==> config.mk <==
export PLATFORM = sky130hd
export DESIGN_NAME = mem_access_stage_flat
export DESIGN_NICKNAME = d
export VERILOG_FILES = /design/src/rtl/mips_pkg.sv /design/src/rtl/mem_access_stage_if.sv /design/src/rtl/mem_lane_align.sv /design/src/rtl/mem_access_stage.sv /design/src/flat_wrapper.sv
export SDC_FILE = /design/constraint.sdc
export NUM_CORES = 1
export LEC_CHECK = 0
export BUFFER_PORTS_ARGS = -buffer_cell sky130_fd_sc_hd__buf_2
export CAP_MARGIN = 0
export CORE_MARGIN = 5
export CORE_UTILIZATION = 50
export DETAILED_ROUTE_END_ITERATION = 7
export PLACE_DENSITY = 0.95
export SKIP_CTS_REPAIR_TIMING = 1
export SYNTH_ARGS = -nofsm -noshare
export SYNTH_HDL_FRONTEND = slang
export SYNTH_SLANG_ARGS = --single-unit
==> constraint.sdc <==
create_clock -name clk -period 2.93 [get_ports clk]
set_input_delay 0.293 -clock clk [delete_from_list [all_inputs] [get_ports clk]]
set_output_delay 0.293 -clock clk [all_outputs]
set_load 0.03 [all_outputs]
==> src/rtl/mips_pkg.sv <==
// Shared MIPS pipeline definitions: access size codes, MEM-stage state encoding, bus error data.
// Combinational only (no latency, no backpressure).
package mips_pkg;

    localparam logic [1:0] SZ_BYTE = 2'b00;
    localparam logic [1:0] SZ_HALF = 2'b01;
    localparam logic [1:0] SZ_WORD = 2'b10;

    typedef enum logic [1:0] {
        MEM_IDLE = 2'd0,
        MEM_BUSY = 2'd1,
        MEM_DONE = 2'd2
    } mem_state_e;

    localparam logic [31:0] ERR_DATA_DEFAULT = 32'hDEADBEEF;

    // Reserved size 2'b11 is treated as a word access.
    function automatic logic is_aligned(input logic [1:0] size, input logic [1:0] lane);
        case (size)
            SZ_BYTE: return 1'b1;
            SZ_HALF: return ~lane[0];
            default: return (lane == 2'b00);
        endcase
    endfunction

endpackage

==> src/rtl/mem_access_stage_if.sv <==
// Data-memory req/ack bus between the MEM stage (master) and data memory (slave).
// req is held with stable addr/we/wdata/be until a one-cycle ack.
interface mem_access_stage_if;
    logic        dmem_req;
    logic        dmem_we;
    logic [31:0] dmem_addr;
    logic [31:0] dmem_wdata;
    logic [3:0]  dmem_be;
    logic [31:0] dmem_rdata;
    logic        dmem_ack;

    modport master (
        output dmem_req, dmem_we, dmem_addr, dmem_wdata, dmem_be,
        input  dmem_rdata, dmem_ack
    );

    modport slave (
        input  dmem_req, dmem_we, dmem_addr, dmem_wdata, dmem_be,
        output dmem_rdata, dmem_ack
    );
endinterface

==> src/rtl/mem_lane_align.sv <==
// Little-endian byte-lane steering: store replication/byte enables and load extract/extend.
// Purely combinational; no latency, no backpressure.
module mem_lane_align
    import mips_pkg::*;
(
    input  logic [1:0]  st_size,
    input  logic [1:0]  st_lane,
    input  logic [31:0] st_data,
    output logic [31:0] st_wdata,
    output logic [3:0]  st_be,
    input  logic [1:0]  ld_size,
    input  logic [1:0]  ld_lane,
    input  logic        ld_sign,
    input  logic [31:0] ld_rdata,
    output logic [31:0] ld_data
);

    logic [31:0] ld_shift;

    always_comb begin
        st_wdata = st_data;
        st_be    = 4'b1111;
        case (st_size)
            SZ_BYTE: begin
                st_wdata = {4{st_data[7:0]}};
                st_be    = 4'b0001 << st_lane;
            end
            SZ_HALF: begin
                st_wdata = {2{st_data[15:0]}};
                st_be    = 4'b0011 << st_lane;
            end
            default: ;
        endcase
    end

    // Bring the addressed lane down to bit 0 before extending.
    assign ld_shift = ld_rdata >> {ld_lane, 3'b000};

    always_comb begin
        ld_data = ld_rdata;
        case (ld_size)
            SZ_BYTE: ld_data = {{24{ld_sign & ld_shift[7]}}, ld_shift[7:0]};
            SZ_HALF: ld_data = {{16{ld_sign & ld_shift[15]}}, ld_shift[15:0]};
            default: ;
        endcase
    end

endmodule

==> src/rtl/mem_access_stage.sv <==
// MIPS MEM stage: loads/stores over req/ack with lane steering, misalign check and ack timeout.
// Non-memory ops pass through in the same cycle; memory ops stall until ack/timeout, result shown in DONE (held by stall_in).
module mem_access_stage
    import mips_pkg::*;
#(
    parameter int          TIMEOUT  = 16,
    parameter logic [31:0] ERR_DATA = ERR_DATA_DEFAULT
) (
    input  logic        clk,
    input  logic        rst,
    input  logic        flush,
    input  logic        stall_in,
    input  logic        ex_inst_en,
    input  logic [31:0] ex_alu_result,
    input  logic [31:0] ex_store_data,
    input  logic [4:0]  ex_rs,
    input  logic [4:0]  ex_rt,
    input  logic [4:0]  ex_rdst,
    input  logic        ex_regw,
    input  logic        ex_memr,
    input  logic        ex_memw,
    input  logic [1:0]  ex_size,
    input  logic        ex_sign,
    output logic [31:0] mem_alu_result,
    output logic [31:0] mem_mem_result,
    output logic [4:0]  mem_rs,
    output logic [4:0]  mem_rt,
    output logic [4:0]  mem_rdst,
    output logic        mem_regw,
    output logic        mem_memr,
    output logic        mem_memw,
    output logic        mem_inst_en,
    output logic        stall_out,
    output logic        misalign,
    output logic        bus_err,
    mem_access_stage_if.master dmem
);

    localparam logic [1:0] S_IDLE = MEM_IDLE;
    localparam logic [1:0] S_BUSY = MEM_BUSY;
    localparam logic [1:0] S_DONE = MEM_DONE;
    localparam int         CW     = (TIMEOUT > 2) ? $clog2(TIMEOUT) : 1;

    logic [1:0]    state;
    logic          req_q, we_q, squash_q, sign_q;
    logic [31:0]   addr_q, wdata_q, load_data;
    logic [3:0]    be_q;
    logic [1:0]    size_q, lane_q;
    logic [CW-1:0] cnt;

    logic          mem_op, aligned, access, kill, timeout_hit;
    logic [31:0]   st_wdata, ld_data;
    logic [3:0]    st_be;

    mem_lane_align u_lane (
        .st_size  (ex_size),
        .st_lane  (ex_alu_result[1:0]),
        .st_data  (ex_store_data),
        .st_wdata (st_wdata),
        .st_be    (st_be),
        .ld_size  (size_q),
        .ld_lane  (lane_q),
        .ld_sign  (sign_q),
        .ld_rdata (dmem.dmem_rdata),
        .ld_data  (ld_data)
    );

    assign mem_op      = ex_inst_en & (ex_memr | ex_memw);
    assign aligned     = is_aligned(ex_size, ex_alu_result[1:0]);
    assign misalign    = mem_op & ~aligned;
    assign access      = mem_op & aligned & ~flush;
    assign timeout_hit = (cnt == CW'(TIMEOUT - 1));

    always_ff @(posedge clk) begin
        if (rst) begin
            state     <= S_IDLE;
            req_q     <= 1'b0;
            we_q      <= 1'b0;
            addr_q    <= '0;
            wdata_q   <= '0;
            be_q      <= '0;
            load_data <= '0;
            cnt       <= '0;
            bus_err   <= 1'b0;
            squash_q  <= 1'b0;
            size_q    <= '0;
            sign_q    <= 1'b0;
            lane_q    <= '0;
        end else begin
            bus_err <= 1'b0;
            case (state)
                S_IDLE: begin
                    if (access) begin
                        req_q    <= 1'b1;
                        we_q     <= ex_memw;
                        addr_q   <= {ex_alu_result[31:2], 2'b00};
                        wdata_q  <= st_wdata;
                        be_q     <= st_be;
                        size_q   <= ex_size;
                        sign_q   <= ex_sign;
                        lane_q   <= ex_alu_result[1:0];
                        cnt      <= '0;
                        squash_q <= 1'b0;
                        state    <= S_BUSY;
                    end
                end
                S_BUSY: begin
                    cnt <= cnt + 1'b1;
                    // A flush cannot abandon the handshake; remember it and drop the result later.
                    if (flush) squash_q <= 1'b1;
                    if (dmem.dmem_ack) begin
                        load_data <= we_q ? 32'h0 : ld_data;
                        req_q     <= 1'b0;
                        we_q      <= 1'b0;
                        state     <= S_DONE;
                    end else if (timeout_hit) begin
                        load_data <= ERR_DATA;
                        bus_err   <= 1'b1;
                        req_q     <= 1'b0;
                        we_q      <= 1'b0;
                        state     <= S_DONE;
                    end
                end
                S_DONE: begin
                    if (flush) squash_q <= 1'b1;
                    if (!stall_in) begin
                        squash_q <= 1'b0;
                        state    <= S_IDLE;
                    end
                end
                default: state <= S_IDLE;
            endcase
        end
    end

    assign kill = flush | squash_q;

    assign mem_alu_result = ex_alu_result;
    assign mem_mem_result = (state == S_DONE) ? load_data : 32'h0;
    assign mem_rs         = ex_rs;
    assign mem_rt         = ex_rt;
    assign mem_rdst       = ex_rdst;
    assign mem_inst_en    = ~rst & ex_inst_en & ~kill;
    assign mem_regw       = ~rst & ex_regw & ~kill & ~misalign;
    assign mem_memr       = ex_memr & ~misalign;
    assign mem_memw       = ex_memw & ~misalign;
    assign stall_out      = ~rst & (((state == S_IDLE) & access) | (state == S_BUSY));

    assign dmem.dmem_req   = req_q;
    assign dmem.dmem_we    = we_q;
    assign dmem.dmem_addr  = addr_q;
    assign dmem.dmem_wdata = wdata_q;
    assign dmem.dmem_be    = be_q;

endmodule

==> src/flat_wrapper.sv <==
// flat-port wrapper written by rule: the top's interface ports become plain ports
module mem_access_stage_flat import mips_pkg::*;
#(
    parameter int          TIMEOUT  = 16,
    parameter logic [31:0] ERR_DATA = ERR_DATA_DEFAULT
)
  (clk, rst, flush, stall_in, ex_inst_en, ex_alu_result, ex_store_data, ex_rs, ex_rt, ex_rdst, ex_regw, ex_memr, ex_memw, ex_size, ex_sign, mem_alu_result, mem_mem_result, mem_rs, mem_rt, mem_rdst, mem_regw, mem_memr, mem_memw, mem_inst_en, stall_out, misalign, bus_err, dmem_dmem_req, dmem_dmem_we, dmem_dmem_addr, dmem_dmem_wdata, dmem_dmem_be, dmem_dmem_rdata, dmem_dmem_ack);
  mem_access_stage_if dmem_i ();
  input  logic clk;
  input  logic rst;
  input  logic flush;
  input  logic stall_in;
  input  logic ex_inst_en;
  input  logic [31:0] ex_alu_result;
  input  logic [31:0] ex_store_data;
  input  logic [4:0] ex_rs;
  input  logic [4:0] ex_rt;
  input  logic [4:0] ex_rdst;
  input  logic ex_regw;
  input  logic ex_memr;
  input  logic ex_memw;
  input  logic [1:0] ex_size;
  input  logic ex_sign;
  output logic [31:0] mem_alu_result;
  output logic [31:0] mem_mem_result;
  output logic [4:0] mem_rs;
  output logic [4:0] mem_rt;
  output logic [4:0] mem_rdst;
  output logic mem_regw;
  output logic mem_memr;
  output logic mem_memw;
  output logic mem_inst_en;
  output logic stall_out;
  output logic misalign;
  output logic bus_err;
  output wire logic [$bits(dmem_i.dmem_req)-1:0] dmem_dmem_req;
  output wire logic [$bits(dmem_i.dmem_we)-1:0] dmem_dmem_we;
  output wire logic [$bits(dmem_i.dmem_addr)-1:0] dmem_dmem_addr;
  output wire logic [$bits(dmem_i.dmem_wdata)-1:0] dmem_dmem_wdata;
  output wire logic [$bits(dmem_i.dmem_be)-1:0] dmem_dmem_be;
  input wire logic [$bits(dmem_i.dmem_rdata)-1:0] dmem_dmem_rdata;
  input wire logic [$bits(dmem_i.dmem_ack)-1:0] dmem_dmem_ack;
  assign dmem_dmem_req = dmem_i.dmem_req;
  assign dmem_dmem_we = dmem_i.dmem_we;
  assign dmem_dmem_addr = dmem_i.dmem_addr;
  assign dmem_dmem_wdata = dmem_i.dmem_wdata;
  assign dmem_dmem_be = dmem_i.dmem_be;
  assign dmem_i.dmem_rdata = dmem_dmem_rdata;
  assign dmem_i.dmem_ack = dmem_dmem_ack;
  mem_access_stage #(.TIMEOUT(TIMEOUT), .ERR_DATA(ERR_DATA)) u_core (.clk(clk), .rst(rst), .flush(flush), .stall_in(stall_in), .ex_inst_en(ex_inst_en), .ex_alu_result(ex_alu_result), .ex_store_data(ex_store_data), .ex_rs(ex_rs), .ex_rt(ex_rt), .ex_rdst(ex_rdst), .ex_regw(ex_regw), .ex_memr(ex_memr), .ex_memw(ex_memw), .ex_size(ex_size), .ex_sign(ex_sign), .mem_alu_result(mem_alu_result), .mem_mem_result(mem_mem_result), .mem_rs(mem_rs), .mem_rt(mem_rt), .mem_rdst(mem_rdst), .mem_regw(mem_regw), .mem_memr(mem_memr), .mem_memw(mem_memw), .mem_inst_en(mem_inst_en), .stall_out(stall_out), .misalign(misalign), .bus_err(bus_err), .dmem(dmem_i));
endmodule
==> results.sh, run 1 <==
export IMPL_clk_latency_ns=0.41
export IMPL_numCtsBuffers=17
export IMPL_p_sw_mw=1.09
export IMPL_cts_sinks=113
export IMPL_drc=0
export IMPL_antenna_left=0
export IMPL_start_kind="register"
export IMPL_vias=5868
export IMPL_yosys_top_cells_count="nand2_1, dfxtp_1, a21oi_1"
export IMPL_clockRootBuffer="clkbuf_16"
export IMPL_cp_required_ns=2.64
export IMPL_setup_slack_ns=0.288
export IMPL_combPwrFrac=0.142
export IMPL_dp_hpwl_um=12700
export IMPL_synthAdderAreaFrac=0.0131
export IMPL_cts_clk_slew_worst_paths_ns=0.05
export IMPL_dr_pass1_iters=5
export IMPL_cap_violations=0
export IMPL_power_mw=4.14
export IMPL_antenna_cells=0
export IMPL_synthXorXnorAreaFrac=0
export IMPL_r2r_end="u_core.dmem.dmem_be[3]$_SDFFE_PP0P_"
export IMPL_worstMarginPinSlew_ns=0.697
export IMPL_grt_pass1_wl_um=26500
export IMPL_leakagePower_nw=3.24
export IMPL_worst_path_max_fanout=6
export IMPL_post_route_period_util=0.902
export IMPL_slew_headroom=0.534
export IMPL_worst_hold_slack_ns=0.115
export IMPL_whs_endpoint="u_core.bus_err$_SDFF_PP0_"
export IMPL_hold_path_class="in -> reg"
export IMPL_layout_min_cycle_time_ns=2.64
export IMPL_setup_viol=0
export IMPL_status="finished, final reports clean"
export IMPL_yosys_most_used_dff="dfxtp_1"
export IMPL_syn_area_per_cell_um2=8.00
export IMPL_synth_most_common_cell="nand2_1"
export IMPL_max_freq_ghz=0.379
export IMPL_timing_rr_start="u_core.state[1]$_SDFFE_PP0P_"
export IMPL_synth_compound_area_frac=0.227
export IMPL_cts_tree="built"
export IMPL_cp_startpoint="u_core.state[1]$_SDFFE_PP0P_"
export IMPL_switching_share=0.263
export IMPL_p_per_area_nw_per_um2=571
export IMPL_synthSimpleGateAreaFrac=0.193
export IMPL_seq_power_share=0.391
export IMPL_synth_area_leaders="dfxtp_1, a21oi_1, nand2_1"
export IMPL_tns_ns=0
export IMPL_syn_to_final_growth_pct=26.0
export IMPL_path_class="reg -> out"
export IMPL_synth_edf_count=0
export IMPL_drtIter0Drc=519
export IMPL_placed_area_um2=6690
export IMPL_drv_slew=0
export IMPL_rows=39
export IMPL_placed_cells=1019
export IMPL_grt_max_degree=75
export IMPL_routedWlPerCell_um=16.6
export IMPL_drive_above_1_share=0.343
export IMPL_hold_violations=0
export IMPL_peakVddDrop_v=0.000442
export IMPL_ys_warn_count=0
export IMPL_core_um2=11400
export IMPL_dieArea_um2=13700
export IMPL_whs_path_depth=2
export IMPL_grt_usage=0.246
export IMPL_yosys_area_top_type="dfxtp_1"
export IMPL_num_nets_final=1024
export IMPL_multi_input_area_um2=2860
export IMPL_holdCritStartpoint="dmem_dmem_ack"
export IMPL_grt_pass1_vias=5551
export IMPL_die_w_um=117
export IMPL_gp_congestion=0.920
export IMPL_via_per_inst=5.59
export IMPL_fin_util=0.638
export IMPL_crit_path_end_kind="primary output"
export IMPL_synth_top_family_by_area="compound AO/OA/AOI/OAI gates"
export IMPL_start_util=0.506
export IMPL_ios=279
export IMPL_cts_buffer_depth=2
export IMPL_rsz0062_at_grt="false"
export IMPL_muxShareOfSynthArea=0.0640
export IMPL_synth_seq_area_share=0.393
export IMPL_area_sequential_um2=2260
export IMPL_clock_skew_ns=0.00855
export IMPL_stdcell_count=1049
export IMPL_gr_total_overflow=0
export IMPL_antenna_found_initial=0
export IMPL_p_clk_frac=0.467
export IMPL_regToRegSetupSlack_ns=0.57
export IMPL_io_buffers=246
export IMPL_syn_area_um2=5750
export IMPL_synth_seq_cells=113
export IMPL_fill_cells=929
export IMPL_async_flop_share=0
export IMPL_die_height_um=117
export IMPL_htreeDepth=4
export IMPL_final_cell_area_um2=7250
export IMPL_place_ws_ns=0.603
export IMPL_internal_power_mw=3.05
export IMPL_wirelength_um=17400
export IMPL_synth_top_cell_area_share=0.393
export IMPL_cp_arrival_ns=2.35
export IMPL_postSynthCellCount=719
export IMPL_r2r_cells=7
export IMPL_synth_cell_types=51
## worst max path at each step
stage	end	slack (ns)	depth (start not counted)
5_1_grt	stall_out	0.15	6
4_1_cts	stall_out	0.27	6
3_3_place_gp	u_core.state[0]$_SDFFE_PP0P_	0.68	7
2_1_floorplan	stall_out	0.53	7
3_5_place_dp	u_core.dmem.dmem_be[3]$_SDFFE_PP0P_	0.60	7
6_report	stall_out	0.29	6
## cell families after synthesis
group,after synthesis
and+or+nand+nor,242
AOI/OAI and AO/OA,210
buffers and inverters,114
DFF,113
muxes,33
adders and majority gates,6
other,1
## area by class of cell
class                   count  area share
flip-flops and latches    113       0.312
repair buffers            260       0.186
clock inverters             5     0.00725
multi-input cells         493       0.395
clock buffers              25      0.0697
inverters                  10     0.00518
well taps                 143      0.0247
## metal layers
metal,GRT usage,vias up,share of wire
met3,0.0843,53,0.10
met1,0.277,2697,0.38
met4,0.136,0,0.035
met5,0,-,0
met2,0.406,319,0.49
li1,-,2799,-
## flip-flops by register name, indices dropped and copies added (netlist names)
name                    flops
u_core.state                2
u_core.dmem.dmem_req        1
u_core.size_q               2
u_core.dmem.dmem_wdata     32
u_core.dmem.dmem_we         1
u_core.sign_q               1
u_core.bus_err              1
u_core.squash_q             1
u_core.dmem.dmem_be         4
u_core.dmem.dmem_addr      30
u_core.cnt                  4
u_core.load_data           32
u_core.lane_q               2
## power groups by stage
stage | clock [mW] | sequential (mW) | combinational (mW)
after global routing | 2.05 | 1.62 | 0.633
after CTS | 1.96 | 1.62 | 0.584
final | 1.94 | 1.62 | 0.587
after floorplan | 0 | 1.71 | 0.366
after global placement | 0 | 1.65 | 0.572
after detailed placement | 0 | 1.65 | 0.580
## worst max-delay path: stages, from the launching register on
cell and delay [ns]:
dfxtp_1 0.33, inv_1 0.11, ha_1 0.30, nand2b_1 0.19, or4_2 0.61, a21oi_1 0.16
buf_2 0.23
## layout by cell type, fill, tap and decap left out, types with 3 or more instances in the layout
master,n
a21oi_1,102
a221o_1,6
clkbuf_8,5
mux2_2,10
clkbuf_16,17
nand3_1,19
nor3_1,8
dfxtp_1,113
a211oi_1,11
o211ai_1,8
clkinv_2,3
a31oi_1,3
and2_1,35
nor2b_1,5
nand3b_1,3
nand2b_1,7
buf_2,246
nor2_1,29
a311oi_1,10
a31o_2,5
a22oi_1,14
ha_1,6
clkbuf_1,3
nand2_1,129
mux2i_1,21
o221ai_1,3
o21ai_0,31
buf_4,13
inv_1,9
Power figures use the tool's default switching activity.
==> run 2, diff against run 1 <==
- CORE_MARGIN: 5 -> default
==> run 2 against run 1 <==
  * Sequential power barely moved
  * Non-clock buffer count fell by 2
  * Routed wire length rose by 0.36%
  * Via count rose by 2.7%
  * Die area fell by 13%
  * Sequential share of layout area fell by 0.29 points
  * Combinational power barely moved
  * Cell area rose by 0.95%
  * Global-route usage rose by 4.7 points
  * Critical path type unchanged
==> results.sh, run 2 (same netlist as run 1, synthesis figures left out) <==
export IMPL_slew_headroom=0.410
export IMPL_tns_ns=0
export IMPL_area_sequential_um2=2260
export IMPL_post_route_period_util=0.925
export IMPL_holdCritStartpoint="dmem_dmem_ack"
export IMPL_setup_viol=0
export IMPL_grt_max_degree=87
export IMPL_grt_pass1_vias=5673
export IMPL_via_per_inst=5.76
export IMPL_final_common_cell="buf_2"
export IMPL_core_um2=11000
export IMPL_hold_violations=0
export IMPL_drive_above_1_share=0.348
export IMPL_dr_pass1_iters=5
export IMPL_antenna_left=0
export IMPL_path_class="reg -> out"
export IMPL_p_per_area_nw_per_um2=608
export IMPL_drc=0
export IMPL_whs_endpoint="u_core.bus_err$_SDFF_PP0_"
export IMPL_regToRegSetupSlack_ns=0.48
export IMPL_antenna_found_initial=0
export IMPL_worst_path_max_fanout=6
export IMPL_cts_buffer_depth=2
export IMPL_dp_hpwl_um=12000
export IMPL_io_buffers=246
export IMPL_gr_total_overflow=0
export IMPL_num_nets_final=1022
export IMPL_start_util=0.521
export IMPL_rsz0062_at_grt="false"
export IMPL_start_kind="register"
export IMPL_die_height_um=109
export IMPL_worst_hold_slack_ns=0.114
export IMPL_antenna_cells=0
export IMPL_rows=38
export IMPL_hold_path_class="in -> reg"
export IMPL_crit_path_end_kind="primary output"
export IMPL_clk_latency_ns=0.41
export IMPL_drtIter0Drc=456
export IMPL_r2r_cells=7
export IMPL_cp_arrival_ns=2.42
export IMPL_max_freq_ghz=0.369
export IMPL_clock_skew_ns=0.0116
export IMPL_fin_util=0.663
export IMPL_whs_path_depth=2
export IMPL_timing_rr_start="u_core.state[1]$_SDFFE_PP0P_"
export IMPL_layout_common_cells="buf_2, nand2_1, dfxtp_1"
export IMPL_power_mw=4.45
export IMPL_clockRootBuffer="clkbuf_16"
export IMPL_cp_required_ns=2.64
export IMPL_cap_violations=0
export IMPL_r2r_end="u_core.dmem.dmem_be[3]$_SDFFE_PP0P_"
export IMPL_grt_pass1_wl_um=27200
export IMPL_fill_cells=893
export IMPL_placed_cells=1014
export IMPL_worstMarginPinSlew_ns=0.885
export IMPL_cts_tree="built"
export IMPL_grt_usage=0.292
export IMPL_layout_min_cycle_time_ns=2.71
export IMPL_htreeDepth=4
export IMPL_drv_slew=0
export IMPL_dieArea_um2=11900
export IMPL_numCtsBuffers=17
export IMPL_multi_input_area_um2=2870
export IMPL_leakagePower_nw=3.26
export IMPL_cts_clk_slew_worst_paths_ns=0.06
export IMPL_routedWlPerCell_um=16.7
export IMPL_syn_to_final_growth_pct=27.2
export IMPL_ios=279
export IMPL_peakVddDrop_v=0.000312
export IMPL_stdcell_count=1046
export IMPL_cts_sinks=113
export IMPL_die_w_um=109
export IMPL_vias=6029
export IMPL_status="finished, final reports clean"
export IMPL_wirelength_um=17400
export IMPL_gp_congestion=0.862
## run 2: changes by cell type in the layout (fill, tap and decap cells not counted)
cell and change:
clkbuf_8 -4, clkinv_4 +4, bufinv_16 +3, clkbuf_1 -3, clkinv_2 -3, inv_6 +3
buf_4 -2, clkinvlp_4 +2, ha_1 -1, ha_2 +1
## run 2: worst max-delay path by stage
| stage | cells after the start | endpoint | start |
|---|---|---|---|
| floorplan | 7 | stall_out | u_core.state[1]$_SDFFE_PP0P_ |
| CTS | 6 | stall_out | u_core.state[1]$_SDFFE_PP0P_ |
| detailed placement | 7 | u_core.dmem.dmem_be[3]$_SDFFE_PP0P_ | u_core.state[1]$_SDFFE_PP0P_ |
| global route | 6 | stall_out | u_core.state[1]$_SDFFE_PP0P_ |
| global placement | 6 | stall_out | u_core.state[0]$_SDFFE_PP0P_ |
| finish | 6 | stall_out | u_core.state[1]$_SDFFE_PP0P_ |
## run 2: report_power, final
group,switching (mW),total [mW],internal (mW)
Combinational,0.391,0.590,0.199
Sequential,0.0304,1.62,1.59
Clock,0.780,2.24,1.46
Total,1.20,4.45,3.25
## run 2: per-stage QoR
stage | setup slack (ns) | area (µm²)
CTS | 0.0608 | 7320
global placement | 0.606 | 6670
floorplan | 0.533 | 5760
detailed placement | 0.460 | 6670
finish | 0.221 | 7320
global route | 0.0726 | 7320
## run 2: cell type report
cell class	count	area share
tap	140	0.0239
multi-input combinational	493	0.392
sequential	113	0.309
inverter	10	0.00513
clock inverter	14	0.0279
clock buffer	18	0.0600
timing repair buffer	258	0.182
## run 2: layer usage
layer  vias up  wire length, µm  global-route usage
met4         0              622               0.159
met2       419             8440               0.489
met3        61             1710              0.0807
met1      2746             6640               0.338
met5         -                0                   0
li1       2803                -                   -
## run 2: worst max-delay path, cell delays in order, from the launching register on
cell      delay, ns
dfxtp_1        0.34
inv_1          0.13
ha_2           0.28
nand2b_1       0.16
or4_2          0.58
a21oi_1        0.27
buf_2          0.25
